## src/rtl/capture_scheduler.sv

```systemverilog
// RTC-triggered capture scheduler: arms on a validated config, opens cfg_win_ms-cycle
// capture windows every cfg_period_s seconds, counting cycles rather than RTC fields.
module capture_scheduler (
    input  logic        clk,
    input  logic        reset,
    input  logic [9:0]  rtc_ms,
    input  logic [5:0]  rtc_sec,
    input  logic [5:0]  rtc_min,
    input  logic [4:0]  rtc_hour,
    input  logic        cfg_valid,
    output logic        cfg_ready,
    input  logic [4:0]  cfg_hour,
    input  logic [5:0]  cfg_min,
    input  logic [11:0] cfg_period_s,
    input  logic [9:0]  cfg_win_ms,
    input  logic [7:0]  cfg_count,
    input  logic        abort,
    output logic        cap_en,
    output logic        cap_start,
    output logic        cap_done,
    output logic        busy,
    output logic [7:0]  caps_left,
    output logic        cfg_err
);

    typedef enum logic [1:0] {
        IDLE    = 2'd0,
        ARMED   = 2'd1,
        CAPTURE = 2'd2,
        WAIT    = 2'd3
    } state_t;

    state_t      state_q, state_d;
    logic [4:0]  hour_q, hour_d;
    logic [5:0]  min_q, min_d;
    logic [9:0]  win_q, win_d;
    logic [21:0] period_q, period_d;
    logic [21:0] pcnt_q, pcnt_d;
    logic [9:0]  wcnt_q, wcnt_d;
    logic [7:0]  caps_left_q, caps_left_d;
    logic        cap_en_q, cap_en_d;
    logic        cap_start_q, cap_start_d;
    logic        cap_done_q, cap_done_d;
    logic        cfg_err_q, cfg_err_d;
    logic        cfg_ready_q, cfg_ready_d;
    logic        busy_q, busy_d;

    logic        cfg_bad;
    logic        rtc_hit;
    logic [21:0] period_calc;

    assign cfg_bad = (cfg_hour > 5'd23) || (cfg_min > 6'd59) || (cfg_period_s == '0) ||
                     (cfg_win_ms == '0) || (cfg_win_ms > 10'd999) || (cfg_count == '0);
    assign rtc_hit = (rtc_hour == hour_q) && (rtc_min == min_q) &&
                     (rtc_sec == '0) && (rtc_ms == '0);
    // 4095 * 1000 still fits in 22 bits
    assign period_calc = 22'(cfg_period_s) * 22'd1000;

    always_comb begin
        state_d     = state_q;
        hour_d      = hour_q;
        min_d       = min_q;
        win_d       = win_q;
        period_d    = period_q;
        pcnt_d      = pcnt_q + 22'd1;
        wcnt_d      = wcnt_q;
        caps_left_d = caps_left_q;
        cap_en_d    = cap_en_q;
        cap_start_d = 1'b0;
        cap_done_d  = 1'b0;
        cfg_err_d   = 1'b0;

        if (abort) begin
            state_d     = IDLE;
            cap_en_d    = 1'b0;
            caps_left_d = '0;
            pcnt_d      = '0;
            wcnt_d      = '0;
        end else begin
            case (state_q)
                IDLE: begin
                    pcnt_d = '0;
                    if (cfg_valid) begin
                        if (cfg_bad) begin
                            cfg_err_d = 1'b1;
                        end else begin
                            hour_d      = cfg_hour;
                            min_d       = cfg_min;
                            win_d       = cfg_win_ms;
                            period_d    = period_calc;
                            caps_left_d = cfg_count;
                            state_d     = ARMED;
                        end
                    end
                end
                ARMED: begin
                    pcnt_d = '0;
                    if (rtc_hit) begin
                        state_d     = CAPTURE;
                        cap_en_d    = 1'b1;
                        cap_start_d = 1'b1;
                        wcnt_d      = 10'd1;
                    end
                end
                CAPTURE: begin
                    // wcnt_q counts cap_en cycles already presented, including this one
                    if (wcnt_q == win_q) begin
                        cap_en_d    = 1'b0;
                        caps_left_d = caps_left_q - 8'd1;
                        if (caps_left_q == 8'd1) begin
                            cap_done_d = 1'b1;
                            state_d    = IDLE;
                            pcnt_d     = '0;
                        end else begin
                            state_d = WAIT;
                        end
                    end else begin
                        wcnt_d = wcnt_q + 10'd1;
                    end
                end
                WAIT: begin
                    if (pcnt_q == period_q - 22'd1) begin
                        state_d     = CAPTURE;
                        cap_en_d    = 1'b1;
                        cap_start_d = 1'b1;
                        wcnt_d      = 10'd1;
                        pcnt_d      = '0;
                    end
                end
                default: state_d = IDLE;
            endcase
        end

        cfg_ready_d = (state_d == IDLE);
        busy_d      = (state_d != IDLE);
    end

    always_ff @(posedge clk or negedge reset) begin
        if (!reset) begin
            state_q     <= IDLE;
            hour_q      <= '0;
            min_q       <= '0;
            win_q       <= '0;
            period_q    <= '0;
            pcnt_q      <= '0;
            wcnt_q      <= '0;
            caps_left_q <= '0;
            cap_en_q    <= 1'b0;
            cap_start_q <= 1'b0;
            cap_done_q  <= 1'b0;
            cfg_err_q   <= 1'b0;
            cfg_ready_q <= 1'b1;
            busy_q      <= 1'b0;
        end else begin
            state_q     <= state_d;
            hour_q      <= hour_d;
            min_q       <= min_d;
            win_q       <= win_d;
            period_q    <= period_d;
            pcnt_q      <= pcnt_d;
            wcnt_q      <= wcnt_d;
            caps_left_q <= caps_left_d;
            cap_en_q    <= cap_en_d;
            cap_start_q <= cap_start_d;
            cap_done_q  <= cap_done_d;
            cfg_err_q   <= cfg_err_d;
            cfg_ready_q <= cfg_ready_d;
            busy_q      <= busy_d;
        end
    end

    assign cfg_ready = cfg_ready_q;
    assign cap_en    = cap_en_q;
    assign cap_start = cap_start_q;
    assign cap_done  = cap_done_q;
    assign busy      = busy_q;
    assign caps_left = caps_left_q;
    assign cfg_err   = cfg_err_q;

endmodule

```

## config.mk

```make
export PLATFORM = sky130hd
export DESIGN_NAME = capture_scheduler
export DESIGN_NICKNAME = d
export VERILOG_FILES = /design/src/rtl/capture_scheduler.sv
export SDC_FILE = /design/constraint.sdc
export NUM_CORES = 1
export LEC_CHECK = 0
export ABC_AREA = 1
export CAP_MARGIN = 40
export CORE_UTILIZATION = 52
export CTS_BUF_LIST = sky130_fd_sc_hd__clkbuf_4 sky130_fd_sc_hd__clkbuf_8 sky130_fd_sc_hd__clkbuf_16
export DETAILED_ROUTE_END_ITERATION = 10
export PLACE_DENSITY_LB_ADDON = 0.08
export SLEW_MARGIN = 0
export SYNTH_ARGS = -nofsm -noshare
export SYNTH_HDL_FRONTEND = slang
export SYNTH_SLANG_ARGS = --single-unit
```

## constraint.sdc

```tcl
create_clock -name clk -period 2.17 [get_ports clk]
set_input_delay 0.434 -clock clk [delete_from_list [all_inputs] [get_ports clk]]
set_output_delay 0.434 -clock clk [all_outputs]
set_load 0.005 [all_outputs]
```

## Yosys cells after proc, flatten, opt, wreduce, memory -nomap -nowiden

Cells that the tools add are included.

| operators by class | value |
|---|---|
| div/mod/pow operators | 0 |
| bitwise operators | 2 |
| reduce and logical (&&, ||, !) cells | 23 |
| mux-type cells | 40 |
| $lt $le $gt $ge | 3 |
| multiply operators | 1 |
| $add $sub $neg | 4 |
| shifts and indexed selects | 0 |
| eq/ne operators | 14 |

Operators with widths:

| kind | count |
|---|---|
| 22-bit 2-to-1 mux | 4 |
| 22-bit case mux with 3 select lines | 1 |
| 10-bit 2-to-1 mux | 4 |
| 8-bit 2-to-1 mux | 4 |
| 10-bit case mux with 3 select lines | 1 |
| 22-bit by 1-bit adder with 22-bit output (second input constant) | 1 |
| 22-bit == test | 1 |
| 22-bit by 1-bit subtractor with 22-bit output (second input constant) | 1 |
| 10-bit zero test | 2 |
| 12-bit by 7-bit multiplier with 19-bit output (second input constant) | 1 |
| 3-bit != test (second input constant) | 6 |
| 8-bit case mux with 2 select lines | 1 |
| 4-bit AND reduction | 4 |
| 1-bit 2-to-1 mux | 15 |
| 2-bit 2-to-1 mux | 7 |
| 12-bit zero test | 1 |
| 10-bit by 1-bit adder with 10-bit output (second input constant) | 1 |
| 10-bit == test | 1 |
| 10-bit greater-than comparator (second input constant) | 1 |
| 8-bit by 1-bit == test with 1-bit output (second input constant) | 1 |
| 8-bit zero test | 1 |
| 2-bit case mux with 4 select lines | 1 |
| 8-bit by 1-bit subtractor with 8-bit output (second input constant) | 1 |
| 6-bit == test | 1 |
| 16 further kinds | 25 |

| word-level totals | value |
|---|---|
| register bits after elaboration | 88 |
| output and inout port bits | 14 |
| word-level logic and storage cells | 101 |
| memory bits (read-only) | 0 |
| RAM bits | 0 |
| input port bits | 72 |
| memories kept | 0 |
| latch bits | 0 |

## Logic depth before layout (Yosys ltp)

| depth | value |
|---|---|
| depth after elaboration | 11 |
| depth in mapped cells | 19 |

## Worst setup path after synthesis

Ideal clock, no wire load.

| path | value |
|---|---|
| kind | input port to flip-flop |
| start | in cfg_period_s[3] |
| end | reg period_q[19] |
| stages on the path | 18 |
| arrival time | 4.037 ns |
| slack | -1.984 ns |
| setup time | 0.118 ns |
| data required time | 2.052 ns |
| cell sequence | inv_1 > fa_1 > fa_1 > fa_1 > fa_1 > inv_1 > ha_1 > nand2_1 > inv_1 > a21oi_1 > o21ai_0 > a21boi_0 > o21ai_0 > nand2_1 > nand2_1 > nand2_1 > nand3_1 > nand2_1 |

| between the ends | value |
|---|---|
| word-level cells in the longest chain between the ends | 7 |
| elaborated cells on any way between the ends | 8 |
| classes of those cells | mul (1); bitwise (1); reduce/logical (6) |

RTL lines:

| element | RTL line | RTL |
|---|---|---|
| from (decl) | 14 | `input logic [11:0] cfg_period_s,` |
| branches (longest 7 deep; another with 12-bit by 7-bit multiplier with 19-bit output) | -- |  |
| to (signal assigned) | 159 | `period_q <= period_d;` |
| to (decl) | 37 | `logic [21:0] period_q, period_d;` |

Parallel ways; which one is timed is not known.
A chain may end at the register's enable or synchronous reset.

## Final worst setup path

| path | value |
|---|---|
| start | in cfg_period_s[3] |
| end | reg period_q[18] |

Same word-level chain as after synthesis.

==> results_dict.tcl <==
set metrics [dict create \
    synthAdderAreaFrac_pct 19.9 \
    avgSynthCellArea_um2 7.74 \
    synth-compound-area-share_pct 7.90 \
    cts_sinks 88 \
    setup_tns_ns -20.16 \
    period_share_pct 172 \
    design_area_um2 10900 \
    critPathMaxFanout 4 \
    grt_antenna_before_repair 0 \
    hold_violations 0 \
    ant_nets 0 \
    dieArea_um2 15200 \
    placed_area_um2 9810 \
    critPathTopFamily "adder cells" \
    skew_ns 0.00978 \
    cts-root-buf "clkbuf_16" \
    insertion_delay_ns 0.35 \
    setup_ws_ns -1.57 \
    cp.required_ns 2.40 \
    yosys.area_share.simple_pct 27.5 \
    num_vias 7079 \
    crit_chain "buf_8, clkinvlp_4, fa_2, fa_1, fa_1, fa_1, inv_2, ha_4, nand2_2, a21oi_2, nor2_2, o21ai_2, nand3_2, nand2_2, nand3_1, nand2_1, nand2_1, nand2_1, o22ai_1" \
    synth-seq-cells 88 \
    cp-start-kind "input port" \
    peakVddDrop_uv 817 \
    path_class "input port to flip-flop" \
    synth_top_family_by_area "simple AND/OR/NAND/NOR gates" \
    setup-violations-final 40 \
    start_util_pct 52.9 \
    cpMaxStageDelayCell "fa_2" \
    relSlewSlack_pct 63.6 \
    reg2reg_from "period_q[4]" \
    hpwl_mm 13.8 \
    async_flop_share_pct 100 \
    worstPathArrival_ns 3.97 \
    yosysWarnings 0 \
    drv_slew 0 \
    synthesis.area_um2 7660 \
    grt_pass1_vias 6677 \
    grt_max_degree 43 \
    slowest_delay_ns 0.59 \
    top_layer_used "met4" \
    detail_route.first_pass.iterations 5 \
    min_period_ns 3.74 \
    dr_wl_met3_um 473 \
    hp-class "input port to async pin" \
    synthCells 990 \
    clk_pin_slew_ns 0.06 \
    gr-total-overflow 0 \
    multi_input_area_um2 5430 \
    ys_seq_area_share_pct 28.8 \
    stdcell_count 1405 \
    wl_met2_mm 9.49 \
    total_power_mw 12.7 \
    cts_tree "done" \
    wl_mm 18.9 \
    port-buffer-count 85 \
    crit_path_start "cfg_period_s[3]" \
    status "finished with violations" \
    design.core.area_um2 14500 \
    die_w_um 123 \
    fillers 1105 \
    grt_pass1_wl_mm 30.2 \
    cts_buffers 9 \
    cellPowerDensity_nw_per_um2 1170 \
    wl_per_cell_um 13.4 \
    diodes 0 \
    nets 1387 \
    tightestPinTransition_ns 0.544 \
    cts-hold-fix-buffers 0 \
    synth_xor_area_share_pct 6.97 \
    ff_latch_area_um2 2200 \
    synth_edf_count 0 \
    drive_gt1_share_pct 27.7 \
    end_kind "flip-flop" \
    wl_met1_mm 8.61 \
    cap_violations 0 \
    place_congestion 0.827 \
    h-tree-depth 3 \
    post_drt_via_cell_ratio 5.04 \
    p_leak_nw 5.14 \
    path_buf_inv 3 \
    syn2layout_area_growth_pct 41.9 \
    dp.cells 1367 \
    violations "negative setup slack" \
    synthMuxAreaShare_pct 0 \
    cts_max_path_buffers 2 \
    rsz0062_at_grt "yes" \
    syn-num-nets 1161 \
    drcViolationCount 0 \
    max_freq_mhz 267 \
    track_usage_pct 25.3 \
    synth_cell_types 45 \
    pin_count 86 \
    rows 44 \
    drt_first_iter_violations 419 \
    fin_util_pct 75.1 \
    synthFlopType "dfrtp_1" \
    dieHeight_um 123 \
]
[state kept, by name, indices dropped and copies added (netlist names), 2 cells and up]
signal and flops:
min_q 6, period_q 19, state_q 2, caps_left 8
pcnt_q 22, wcnt_q 10, hour_q 5, win_q 10
[Yosys cell counts (all sizes together) (3+ instances only)]
| master | n | share of area, % |
|---|---|---|
| nand2 | 236 | 12 |
| inv | 154 | 7.5 |
| nor2 | 102 | 6.7 |
| dfrtp | 87 | 28 |
| ha | 61 | 10 |
| o21ai | 59 | 3.9 |
| nand3 | 54 | 3.7 |
| xor2 | 42 | 4.8 |
| fa | 38 | 9.9 |
| a21oi | 35 | 2.4 |
| nand4 | 24 | 2.0 |
| nor3 | 21 | 1.4 |
| xnor2 | 19 | 2.2 |
| clkbuf | 10 | 0.49 |
| nor4 | 9 | 0.73 |
| buf | 7 | 0.87 |
| or2 | 5 | 0.41 |
| nand3b | 4 | 0.56 |
| o21bai | 3 | 0.29 |
| o22ai | 3 | 0.24 |
| o31ai | 3 | 0.29 |
[per-stage QoR]
stage               hold slack, ns  setup WS [ns]
floorplan                    0.138          -1.61
global placement             0.418          -2.27
detailed placement           0.415          -2.34
CTS                         0.0451          -1.50
global route                0.0669          -1.76
finish                      0.0298          -1.57
[cell type report]
cell class / count / area share, %
timing repair buffer: 232 / 19.4
multi-input combinational: 729 / 49.9
clock buffer: 9 / 2.07
tap: 184 / 2.12
sequential: 88 / 20.3
inverter: 156 / 5.54
clock inverter: 7 / 0.713
[kinds of logic (layout without fill, tap and decap cells)]
family | Yosys count | in the layout
buffers and inverters | 173 | 404
flip-flops | 88 | 88
AO/OA/AOI/OAI | 111 | 111
AND/OR/NAND/NOR | 458 | 458
adder cells (fa/ha/maj) | 99 | 99
XOR/XNOR | 61 | 61
[layer usage]
layer / vias up / GRT usage (%)
met2: 122 / 44.1
li1: 3613 / -
met4: 0 / 5.95
met3: 19 / 3.18
met5: - / 0
met1: 3325 / 33.4
[path summary, 6_finish.rpt]
kind	slack (ns)	to	cells past startpoint
worst max-delay path	-1.57	period_q[18]	19
worst min-delay path	0.03	pcnt_q[2]	1
worst max register to register	-0.15	pcnt_q[16]	16
worst min register to register	0.47	pcnt_q[0]	1
max in group asynchronous	1.56	win_q[5]	2
min in group clk	0.47	pcnt_q[0]	1
[cell usage in the layout, fill, tap and decap left out, types with 20 or more instances in the layout]
cell	instances
nand4_1	24
fa_1	36
clkdlybuf4s50_1	72
o21ai_0	38
nor2_1	67
nand3_1	41
ha_4	20
ha_1	40
dfrtp_1	87
buf_4	118
nand2_1	206
inv_1	130
nand2_2	27
buf_6	28
xor2_1	42
[timing repair]
item                                    4_1_cts  5_1_grt
resized for setup                           103       99
pin swaps                                    46       40
buffers inserted                             12        9
endpoints found under the setup margin       81       86
cloned                                        5        2
[report_power, final]
part / switching [mW] / internal [mW] / leakage (nW)
clock: 0.690 / 0.907 / 0.152
sequential: 0.462 / 2.13 / 1.15
combinational: 4.31 / 4.19 / 3.84
(Power assumes the default switching activity.)
==> variant 1, RTL diff (same settings) <==
Register the output `cfg_err` once more; this adds one clock of latency there. The other outputs are not delayed to match.
--- a/src/rtl/capture_scheduler.sv
+++ b/src/rtl/capture_scheduler.sv
@@ -175,7 +175,9 @@
     assign cap_done  = cap_done_q;
     assign busy      = busy_q;
     assign caps_left = caps_left_q;
-    assign cfg_err   = cfg_err_q;
+    always_ff @(posedge clk) begin
+        cfg_err <= cfg_err_q;
+    end
 
 endmodule
 
Formal check against the unedited RTL: not equivalent (a bounded check fails within 4 cycles, from zero or initial values and one cycle with reset low).
==> variant 1 against the unedited design <==
The flow still finishes with violations (setup timing); sequential share of layout area decreased by 0.49 points; wire length up 11%; via count is 5.6% higher; area after synthesis fell by 0.20%; cell area is 3.4% higher; power increased by 5.4%; count of clock-buffer cells in the layout up 2; non-clock buffer count grew 4; setup slack improved by 0.016 ns; first-iteration DRC count rose by 21%; sequential cell count is 1 higher; highest routed layer unchanged.
==> variant 1: results (changes against the unedited design) <==
| Metric | Value |
|---|---|
| Outcome | `complete, but fails checks (unchanged)` |
| Violated checks | `setup timing (unchanged)` |
| Inverters | `155 (was 156)` |
| Comb pwr share | `66.7% (was 67.0%)` |
| Synth area leaders | `dfrtp_1 28%, nand2_1 11%, ha_1 10%, fa_1 9.9%, inv_1 7.4% (was dfrtp_1 28%, nand2_1 11%, ha_1 10%, fa_1 9.9%, inv_1 7.5%)` |
| Post-route clock skew | `0.00682 ns (was 0.00978 ns)` |
| Layout cells sized above 1 | `29.3% (was 27.7%)` |
| Initial DRC Count | `508 (was 419)` |
| Sequential cell area share | `19.8% (was 20.3%)` |
| Non-Filler Instances | `1410 (was 1405)` |
| Reg area | `2220 um^2 (was 2200 um^2)` |
| Slew @ Worst Pin | `0.476 ns (was 0.544 ns)` |
| Fillers | `927 (was 1105)` |
| Signal buffers | `236 (was 232)` |
| Switching part of the total | `43.0% (about the same)` |
| Num sequential | `89 (was 88)` |
| Clock power frac | `13.4% (was 12.6%)` |
| Routed vias | `7474 (was 7079)` |
| Worst path max stage delay | `0.57 ns (was 0.59 ns)` |
| DP Worst Slack | `-2.30 ns (was -2.34 ns)` |
| Routed wire length | `21000 um (was 18900 um)` |
| Seq/Total Area, Yosys | `29.1% (was 28.8%)` |
| Worst IR Drop VDD | `0.828 mV (was 0.817 mV)` |
| CP max-delay cell | `fa_1 (was fa_2)` |
| Setup TNS | `-25.05 ns (was -20.16 ns)` |
| Synth cell types | `49 (was 45)` |
| Setup Viol. Count Final | `61 (was 40)` |
| Buffering overhead | `20.5% (was 19.4%)` |
| Setup ws final | `-1.55 ns (was -1.57 ns)` |
| Leak | `5.18 nW (was 5.14 nW)` |
| Gr usage total | `27.5% (was 25.3%)` |
| Clk. pwr | `0.00179 W (was 0.00160 W)` |
| Avg Cell Area, Syn | `7.73 um^2 (was 7.74 um^2)` |
| RePlAce Congestion | `0.868 (was 0.827)` |
| Fraction of registers with async set/reset | `98.9% (was 100%)` |
| Vias in the first global route | `7088 (was 6677)` |
| Finished Core Util | `79.8% (was 75.1%)` |
| Clock buffer count | `11 (was 9)` |
| Worst EP arrival | `3.99 ns (was 3.97 ns)` |
| Area after DPL | `9670 um^2 (was 9810 um^2)` |
| Comb_multi_in | `734 (was 729)` |
| First-pass GRT wire length | `32700 um (was 30200 um)` |
variant 1: cell count changes in the layout (fill, tap and decap cells not counted), moves of 8 or more:
| cell | unedited run | this run |
|---|---|---|
| o21ai_1 | 15 | 30 |
| buf_12 | 3 | 11 |
| nor2_1 | 67 | 79 |
| nand2_2 | 27 | 38 |
| xor2_1 | 42 | 25 |
| o21ai_0 | 38 | 18 |
| nand2_1 | 206 | 186 |
variant 1: cells by family (layout without fill, tap and decap cells):
| kind of cell | Yosys count | count (layout) | synth area share (%) |
|---|---|---|---|
| adder cells (fa/ha/maj) | 99 | 99 | 19.9 |
| flip-flops | 89 | 89 | 29.1 |
| XOR/XNOR | 49 | 49 | 5.71 |
| buffers and inverters | 171 | 407 | 8.88 |
| AND/OR/NAND/NOR | 469 | 473 | 28.3 |
| AO/OA/AOI/OAI | 113 | 113 | 8.06 |
variant 1: metal layers:
metal | GRT usage, % | wire, um
met5 | 0 | 0
met4 | 8.43 | 500
met3 | 3.09 | 808
met2 | 46.6 | 10500
met1 | 36.9 | 9190
variant 1: worst paths after layout:
check / startpoint / end / slack, ns / cells past startpoint
worst min-delay path: reset / pcnt_q[0] / 0.12 / 2
min in group clk: cfg_err_q / cfg_err / 0.34 / 0
worst max-delay path: cfg_period_s[3] / period_q[21] / -1.55 / 15
worst min register to register: cfg_err_q / cfg_err / 0.34 / 0
worst max register to register: period_q[3] / wcnt_q[6] / -0.05 / 16
max in group asynchronous: reset / hour_q[1] / 1.69 / 2
variant 1: repair_timing:
action,CTS,global route
resized for setup,125,130
hold endpoints to repair,0,0
buffers inserted,21,16
pin swaps,62,69
gates cloned,7,4
setup endpoints to repair,85,85
==> variant 2, RTL diff (same flow settings) <==
Made on the original files. Encoding of `state_t`: now Gray code (2 bits for 4 states).
--- a/src/rtl/capture_scheduler.sv
+++ b/src/rtl/capture_scheduler.sv
@@ -24,10 +24,10 @@
 );
 
     typedef enum logic [1:0] {
-        IDLE    = 2'd0,
-        ARMED   = 2'd1,
-        CAPTURE = 2'd2,
-        WAIT    = 2'd3
+        IDLE    = 2'b00,
+        ARMED   = 2'b01,
+        CAPTURE = 2'b11,
+        WAIT    = 2'b10
     } state_t;
 
     state_t      state_q, state_d;
Formal check against the unedited RTL: no difference found for any inputs over 4 cycles, from zero or initial values and one cycle with reset low; so few cycles prove little.
==> variant 2 against the unedited design <==
The flow still finishes with violations (setup timing); via count increased by 3.6%; critical path depth decreased by 2; power decreased by 2.4%; setup slack improved by 0.084 ns; die area increased by 1.6%; wire length increased by 8.4%; area after synthesis increased by 1.6%; sequential share of layout area decreased by 0.71 points; core utilization increased by 2.2 points; sequential cell count unchanged; cell area increased by 3.7%; critical path type unchanged; critical endpoint unchanged; largest power group unchanged.
==> variant 2: results (changes against the unedited design) <==
| Metric | Value |
|---|---|
| Clock power frac | `12.8% (was 12.6%)` |
| Post-synthesis xor/xnor area fraction | `6.94% (was 6.97%)` |
| Worst IR Drop VDD | `0.841 mV (was 0.817 mV)` |
| Gr usage total | `25.5% (was 25.3%)` |
| Worst reg2reg path endpoint | `pcnt_q[10] (was pcnt_q[16])` |
| Vias in the first global route | `7232 (was 6677)` |
| Violated checks | `setup timing (unchanged)` |
| WHS | `0.122 ns (was 0.0298 ns)` |
| Reg2Reg Setup Slack | `-0.07 ns (was -0.15 ns)` |
| Routed wire length per instance | `14.2 um (was 13.4 um)` |
| Seq/Total Area, Yosys | `28.3% (was 28.8%)` |
| Worst EP arrival | `3.89 ns (was 3.97 ns)` |
| Leak | `5.35 nW (was 5.14 nW)` |
| CP Max Fanout | `3 (was 4)` |
| Synth area leaders | `dfrtp_1 28%, nand2_1 11%, ha_1 9.8%, fa_1 9.8%, inv_1 7.7% (was dfrtp_1 28%, nand2_1 11%, ha_1 10%, fa_1 9.9%, inv_1 7.5%)` |
| RePlAce Congestion | `0.862 (was 0.827)` |
| Outcome | `complete, but fails checks (unchanged)` |
| Max transition margin | `66.6% (was 63.6%)` |
| Fillers | `1022 (was 1105)` |
| Setup TNS | `-18.99 ns (was -20.16 ns)` |
| Hpwl dp | `14400 um (was 13800 um)` |
| Largest net degree at the start of global routing | `89 (was 43)` |
| Area after DPL | `10000 um^2 (was 9810 um^2)` |
| Worst path max stage delay | `0.53 ns (was 0.59 ns)` |
| Adder-Cell Fraction of Synth Area | `19.6% (was 19.9%)` |
| Synth Area in Compound Gates | `8.39% (was 7.90%)` |
| Syn nets | `1175 (was 1161)` |
| Setup Viol. Count Final | `41 (was 40)` |
| Internal | `0.00706 W (was 0.00723 W)` |
| Synth cell count leaders | `224 x nand2_1, 160 x inv_1, 87 x dfrtp_1 (was 231 x nand2_1, 153 x inv_1, 87 x dfrtp_1)` |
| Routed wire length | `20400 um (was 18900 um)` |
| Switching part of the total | `42.9% (was 43.0%)` |
| Post-CTS Repair Setup Buffers | `16 (was 12)` |
| Setup ws final | `-1.49 ns (was -1.57 ns)` |
| Via density | `5.10 (was 5.04)` |
| First-pass GRT wire length | `32400 um (was 30200 um)` |
==> variant 2: area by class of cell <==
class / instances / area [um^2] / area share, %
clock buffer: 10 / 233 / 2.06
timing repair buffer: 250 / 2290 / 20.3
tap: 184 / 230 / 2.04
multi-input combinational: 738 / 5630 / 49.9
inverter: 161 / 624 / 5.53
sequential: 88 / 2210 / 19.5
clock inverter: 6 / 67.6 / 0.599
==> variant 2: metal layers <==
| metal | wire length [um] | global-route usage (%) | vias up |
|---|---|---|---|
| li1 | - | - | 3694 |
| met3 | 812 | 3.57 | 37 |
| met5 | 0 | 0 | - |
| met4 | 386 | 7.16 | 0 |
| met1 | 8890 | 33.0 | 3432 |
| met2 | 10400 | 44.5 | 168 |
==> variant 2: through the flow <==
step | worst slack, ns | util (%)
after floorplan | -1.62 | -
after global placement | -2.32 | 68.9
after detailed placement | -2.44 | 68.9
after CTS | -1.48 | 73.9
after global routing | -1.63 | 77.4
final | -1.49 | 77.4
